<file path="config.mk">
export PLATFORM = sky130hd
export DESIGN_NAME = demux_1_2_reg
export DESIGN_NICKNAME = d
export VERILOG_FILES = /design/src/rtl/demux_1_2_reg.sv
export SDC_FILE = /design/constraint.sdc
export NUM_CORES = 1
export LEC_CHECK = 0
export ABC_CLOCK_PERIOD_IN_PS = 2050
export BUFFER_PORTS_ARGS = -buffer_cell sky130_fd_sc_hd__buf_2
export CORE_ASPECT_RATIO = 0.9
export CORE_MARGIN = 2
export CORE_UTILIZATION = 35
export CTS_CLUSTER_DIAMETER = 200
export DETAILED_ROUTE_END_ITERATION = 12
export PLACE_DENSITY = 0.6
export SLEW_MARGIN = 20
export SYNTH_ARGS = -nofsm -noshare
export SYNTH_HDL_FRONTEND = slang
export SYNTH_SLANG_ARGS = --single-unit
</file>
<file path="constraint.sdc">
create_clock -name clk -period 2.05 [get_ports clk]
set_input_delay 0.1025 -clock clk [delete_from_list [all_inputs] [get_ports clk]]
set_output_delay 0.1025 -clock clk [all_outputs]
set_load 0.02 [all_outputs]
</file>
<file path="src/rtl/demux_1_2_reg.sv">
// demux_1_2_reg
// Registered 1-to-2 word demultiplexer. One word per cycle arrives from a
// single producer over valid/ready and is steered by in_sel into one of two
// one-entry output slots (A = 0, B = 1). Each slot has its own handshake, so a
// stalled sink only blocks words that are headed for that same sink.
//
// Ports:
//   clk, rst                  clock, synchronous active-high reset
//   in_data/in_sel/in_valid   producer word, destination select, word present
//   in_ready                  word accepted this cycle (combinational)
//   out_a_data/valid/ready    slot A word, slot A full, A sink consumes
//   out_b_data/valid/ready    slot B word, slot B full, B sink consumes
//   cnt_a, cnt_b              wrapping counts of words delivered to A and B

module demux_1_2_reg #(
   parameter int WIDTH = 32,
   parameter int CNT_W = 16
) (
   input  logic             clk,
   input  logic             rst,
   input  logic [WIDTH-1:0] in_data,
   input  logic             in_sel,
   input  logic             in_valid,
   output logic             in_ready,
   output logic [WIDTH-1:0] out_a_data,
   output logic             out_a_valid,
   input  logic             out_a_ready,
   output logic [WIDTH-1:0] out_b_data,
   output logic             out_b_valid,
   input  logic             out_b_ready,
   output logic [CNT_W-1:0] cnt_a,
   output logic [CNT_W-1:0] cnt_b
);

   // Slot 0 is A, slot 1 is B.
   logic             valid_q [2];
   logic             valid_d [2];
   logic [WIDTH-1:0] data_q  [2];
   logic [WIDTH-1:0] data_d  [2];
   logic [CNT_W-1:0] cnt_q   [2];
   logic [CNT_W-1:0] cnt_d   [2];

   logic [1:0] sink_ready;
   logic [1:0] slot_sel;
   logic [1:0] can_take;
   logic [1:0] load;
   logic [1:0] drain;

   assign sink_ready = {out_b_ready, out_a_ready};
   assign slot_sel   = {in_sel, ~in_sel};

   // in_ready only looks at the addressed slot; it never depends on in_valid.
   assign in_ready = in_sel ? can_take[1] : can_take[0];

   generate
      for (genvar gi = 0; gi < 2; gi++) begin : g_slot
         // A full slot whose sink is consuming this cycle can still take a
         // word, which gives back-to-back throughput with no bubble.
         assign can_take[gi] = !valid_q[gi] || sink_ready[gi];
         assign load[gi]     = in_valid && in_ready && slot_sel[gi];
         assign drain[gi]    = valid_q[gi] && sink_ready[gi];

         always_comb begin
            valid_d[gi] = valid_q[gi];
            data_d[gi]  = data_q[gi];
            cnt_d[gi]   = cnt_q[gi];
            if (load[gi]) begin
               valid_d[gi] = 1'b1;
               data_d[gi]  = in_data;
            end else if (drain[gi]) begin
               // Data register keeps the drained word; only valid drops.
               valid_d[gi] = 1'b0;
            end
            if (drain[gi]) begin
               cnt_d[gi] = cnt_q[gi] + 1'b1;
            end
         end

         always_ff @(posedge clk) begin
            if (rst) begin
               valid_q[gi] <= 1'b0;
               data_q[gi]  <= '0;
               cnt_q[gi]   <= '0;
            end else begin
               valid_q[gi] <= valid_d[gi];
               data_q[gi]  <= data_d[gi];
               cnt_q[gi]   <= cnt_d[gi];
            end
         end
      end
   endgenerate

   assign out_a_valid = valid_q[0];
   assign out_a_data  = data_q[0];
   assign cnt_a       = cnt_q[0];
   assign out_b_valid = valid_q[1];
   assign out_b_data  = data_q[1];
   assign cnt_b       = cnt_q[1];

endmodule

</file>
After elaboration in Yosys (flattened, before gate mapping)
Memory sizes are Yosys's and may differ from the RTL's.
Cells that the tools add are included.
{"block": "word_totals", "reg_bits": 0, "ram_bits": 98, "memories": 3}
{"memory": "data_q", "depth": 2, "width": 32, "rd": 2, "rd_ports_with_merged_regs": 0, "write_ports": 2, "line": "38", "text": "logic [WIDTH-1:0] data_q [2];"}
{"memory": "cnt_q", "depth": 2, "width": 16, "rd": 2, "rd_ports_with_merged_regs": 0, "write_ports": 2, "line": "40", "text": "logic [CNT_W-1:0] cnt_q [2];"}
{"memory": "valid_q", "depth": 2, "width": 1, "rd": 2, "rd_ports_with_merged_regs": 0, "write_ports": 2, "line": "36", "text": "logic valid_q [2];"}
{"block": "op_classes", "addsub": 2, "mux": 18, "reduce_logical": 9, "bitwise_logic": 7}
{"cell": "$mux 32", "n": 4}
{"cell": "$mux 16", "n": 4}
{"cell": "$add 16x1->16 const B", "n": 2}
{"cell": "$mux 1", "n": 10}
{"cell": "$or 1x1->1", "n": 6}
{"cell": "$logic_and 1x1->1", "n": 5}
{"cell": "$logic_not 1->1", "n": 2}
{"cell": "$logic_or 1x1->1", "n": 2}
{"cell": "$not 1->1", "n": 1}

Depth between registers and ports, before layout
{"block": "depth", "ltp_word": 7, "ltp_mapped": 6, "ltp_nobuf": 5}

Least setup slack after synthesis
Ideal clock, no wire load.
{"block": "synth_timing", "path_kind": "reg2reg", "startpoint": "mem valid_q[0]", "endpoint": "mem cnt_q[0][15]", "required_ps": 1929, "t_arrival_ps": 1497, "stages_incl_launch_ff": 6, "setup_time_ps": 121, "path_slack_ps": 432, "path_cell_list": "dfxtp_1 > and4_1 > clkbuf_1 > nand2_1 > nor4_1 > mux2_2"}
{"element": "from (decl)", "line": "36"}
{"element": "to (decl)", "line": "40"}

==> flow_metrics.py <==
metrics = {
    "synthesis": {
        "syn_avg_cell_area_um2": 8.18,
        "synth.distinct_cells": 29,
        "yosys_warnings": 0,
        "synthCells": 454,
        "syn-num-nets": 494,
        "synth.ff_latch_count": 98,
        "syn_area_um2": 3710,
        "ys_seq_area_share_pct": 52.8,
    },
    "sta": {
        "rsz0062_at_grt": "no",
        "fin_tns_setup_ns": 0,
        "max_freq_mhz": 588,
        "post-route-period-util_pct": 83.0,
        "fin_crit_ns": 1.70,
        "relSlewSlack_pct": 63.2,
        "hold_viol": 0,
        "fin_skew_ns": 0.00904,
        "setup_viol": 0,
        "tightest_slew_ns": 0.551,
        "slew_viol_final": 0,
    },
    "floorplanning": {
        "ios": 137,
        "die_h_um": 102,
        "dieWidth_um": 113,
        "start_util_pct": 36.1,
        "core_area_um2": 10300,
        "num_rows": 35,
        "dieArea_um2": 11400,
    },
    "clock_tree": {
        "cts_root_buf": "clkbuf_16",
        "clkLatencyLatePin_ns": 0.34,
        "cts_tree": "built",
        "path_clk_slew_ns": 0.07,
        "htree_levels": 3,
        "cts_setup_buffers": 0,
        "cts.sinks": 98,
        "cts_max_path_buffers": 2,
        "cts_resized": 0,
        "numCtsBuffers": 9,
    },
    "layout": {
        "diodes": 0,
        "drive_gt1_share_pct": 27.0,
        "final_cell_mix": "140 x nand2_1, 136 x buf_2, 98 x dfxtp_1, 75 x a21oi_1, 25 x nor2_1",
        "area_growth_pct": 32.1,
        "finalNonFillerCells": 725,
        "final_common_cell": "nand2_1",
        "design_area_um2": 4900,
        "nNetsFinal": 631,
        "fill_cells": 1016,
    },
    "grt": {
        "grt_max_degree": 64,
        "track_usage_pct": 16.8,
        "grt_pass1_vias": 3292,
        "grt_pass1_wl_mm": 15.5,
        "grt_overflow": 0,
        "antenna_found_initial": 0,
    },
    "place": {
        "dpl-instance-area_um2": 4500,
        "dp_hpwl_mm": 6.49,
        "portBuffers": 136,
        "gp_congestion": 0.740,
        "dpl.cell_count": 700,
    },
    "routing": {
        "dr.pass1.iters": 4,
        "wl_mm": 9.64,
        "antenna_left": 0,
        "vias": 3508,
        "drt-initial-drc-count": 224,
        "vias_per_cell": 4.84,
        "drc": 0,
        "wire_per_inst_um": 13.3,
    },
    "critical_path": {
        "crit_path_end": "cnt_q[1][12]",
        "required_ns": 2.26,
        "startpoint": "cnt_q[1][0]",
        "worstPathBufferInverterCount": 0,
        "cp_top_family": "simple AND/OR/NAND/NOR gates",
        "cp.arrival_ns": 1.91,
        "cp-start-kind": "flip-flop",
        "critPathKind": "reg2reg",
        "slowest_stage": "nor4_1",
        "critPathMaxStageDelay_ns": 0.45,
        "reg2reg_depth": 5,
        "crit_chain": "ha_1 > nand4_1 > nor4_1 > xnor2_1 > nor2_1",
        "critPathMaxFanout": 7,
        "reg2reg_from": "cnt_q[1][0]",
        "timing.rr.end": "cnt_q[1][12]",
        "worstSetupPathDepth": 5,
        "crit_path_end_kind": "flip-flop",
        "rrSetupSlack_ns": 0.35,
    },
    "pwr": {
        "power_mw": 4.17,
        "p_leak_nw": 2.12,
        "power-per-cell-area_nw_per_um2": 850,
        "vdd_ir_drop_max_mv": 0.669,
    },
    "run_status": {
        "status": "complete, no violations",
    },
    "flow_run": {
        "cap_viol_max_count": 0,
    },
    "min_path": {
        "min_path_type": "in2reg",
    },
}
==> report_power, final <==
part / switching, mW / internal (mW) / total (mW)
logic: 0.249 / 0.134 / 0.383
clock network: 0.711 / 1.07 / 1.78
registers: 0.0335 / 1.97 / 2.00
total: 0.993 / 3.17 / 4.17
==> Yosys cell counts <==
cell type	count	area, µm²
xnor2_1	10	87.6
mux2_2	2	22.5
and3b_1	1	8.76
nor4_1	5	31.3
nand3_1	11	55.1
clkbuf_1	18	67.6
a21oi_1	75	375
buf_2	6	30.0
nand4_1	11	68.8
o21ai_0	5	25.0
or3_1	3	18.8
nor2_1	25	93.8
or4_1	4	30.0
inv_1	4	15.0
buf_6	2	22.5
and4_1	4	35.0
nor2b_1	1	6.26
ha_1	2	25.0
dfxtp_1	98	1960
or3_2	1	7.51
xor2_1	11	96.3
nand4_2	1	12.5
or2_4	1	8.76
nor3_1	4	20.0
nand3b_1	1	7.51
and3_1	2	12.5
nand2b_1	3	18.8
nand2_1	140	526
o31ai_1	3	22.5
==> registers in the layout, indices dropped and copies added, names as in the netlist <==
name and count:
cnt_q 32, data_q 64, valid_q 2
==> cell type report <==
type,count,area [µm²],area share (%)
sequential,98,1960,40.0
multi-input combinational,326,1620,33.0
timing repair buffer,152,836,17.0
clock buffer,12,236,4.82
tap,129,161,3.29
clock inverter,4,76.3,1.56
inverter,4,15.0,0.306
==> repair_timing <==
item | in CTS | in global routing
setup endpoints to repair | 0 | 0
hold buffers | 9 | 0
endpoints found under the hold margin | 14 | 0
==> tightest hold or removal path: stages <==
cell	delay, ns
buf_2	0.10
nand2_1	0.05
a21oi_1	0.05
==> per-layer routing <==
layer  up-vias  track usage (%)  wire (µm)  share of wire [%]
li1       1795                -          -                  -
met1      1605             20.1       4280                 44
met2        98             26.8       4370                 45
met3        10             8.32        878                9.1
met4         0             5.07        106                1.1
met5         -                0          0                  0
==> logic make-up (layout without fill, tap and decap cells) <==
kind of cell / Yosys count / in the layout / share of synthesized area, %
xor gates and xnor gates: 21 / 21 / 4.95
adders and majority gates: 2 / 2 / 0.674
buffers and inverters: 30 / 172 / 3.64
DFF: 98 / 98 / 52.8
AOI/OAI and AO/OA: 83 / 83 / 11.4
and+or+nand+nor: 218 / 218 / 25.9
muxes: 2 / 2 / 0.607
==> per-stage QoR <==
step           hold slack [ns]  setup WS [ns]  util (%)
2_1_floorplan            0.236          0.432         -
6_report                0.0102          0.348      47.6
3_3_place_gp             0.356          0.490      43.7
4_1_cts              0.0000792          0.353      47.6
5_1_grt                0.00578          0.240      47.6
3_5_place_dp             0.359          0.434      43.7
==> how the worst min path moves through the flow <==
| stage | startpoint | end | slack, ns | depth (start not counted) |
|---|---|---|---|---|
| 2_1_floorplan | in_data[14] | data_q[0][14] | 0.24 | 2 |
| 3_3_place_gp | in_data[8] | data_q[0][8] | 0.36 | 3 |
| 3_5_place_dp | in_data[3] | data_q[0][3] | 0.36 | 3 |
| 4_1_cts | in_data[20] | data_q[0][20] | 0.00008 | 3 |
| 5_1_grt | in_data[9] | data_q[0][9] | 0.006 | 3 |
| 6_report | in_data[9] | data_q[1][9] | 0.01 | 3 |
Note: power is estimated with default switching activity, not from simulation.
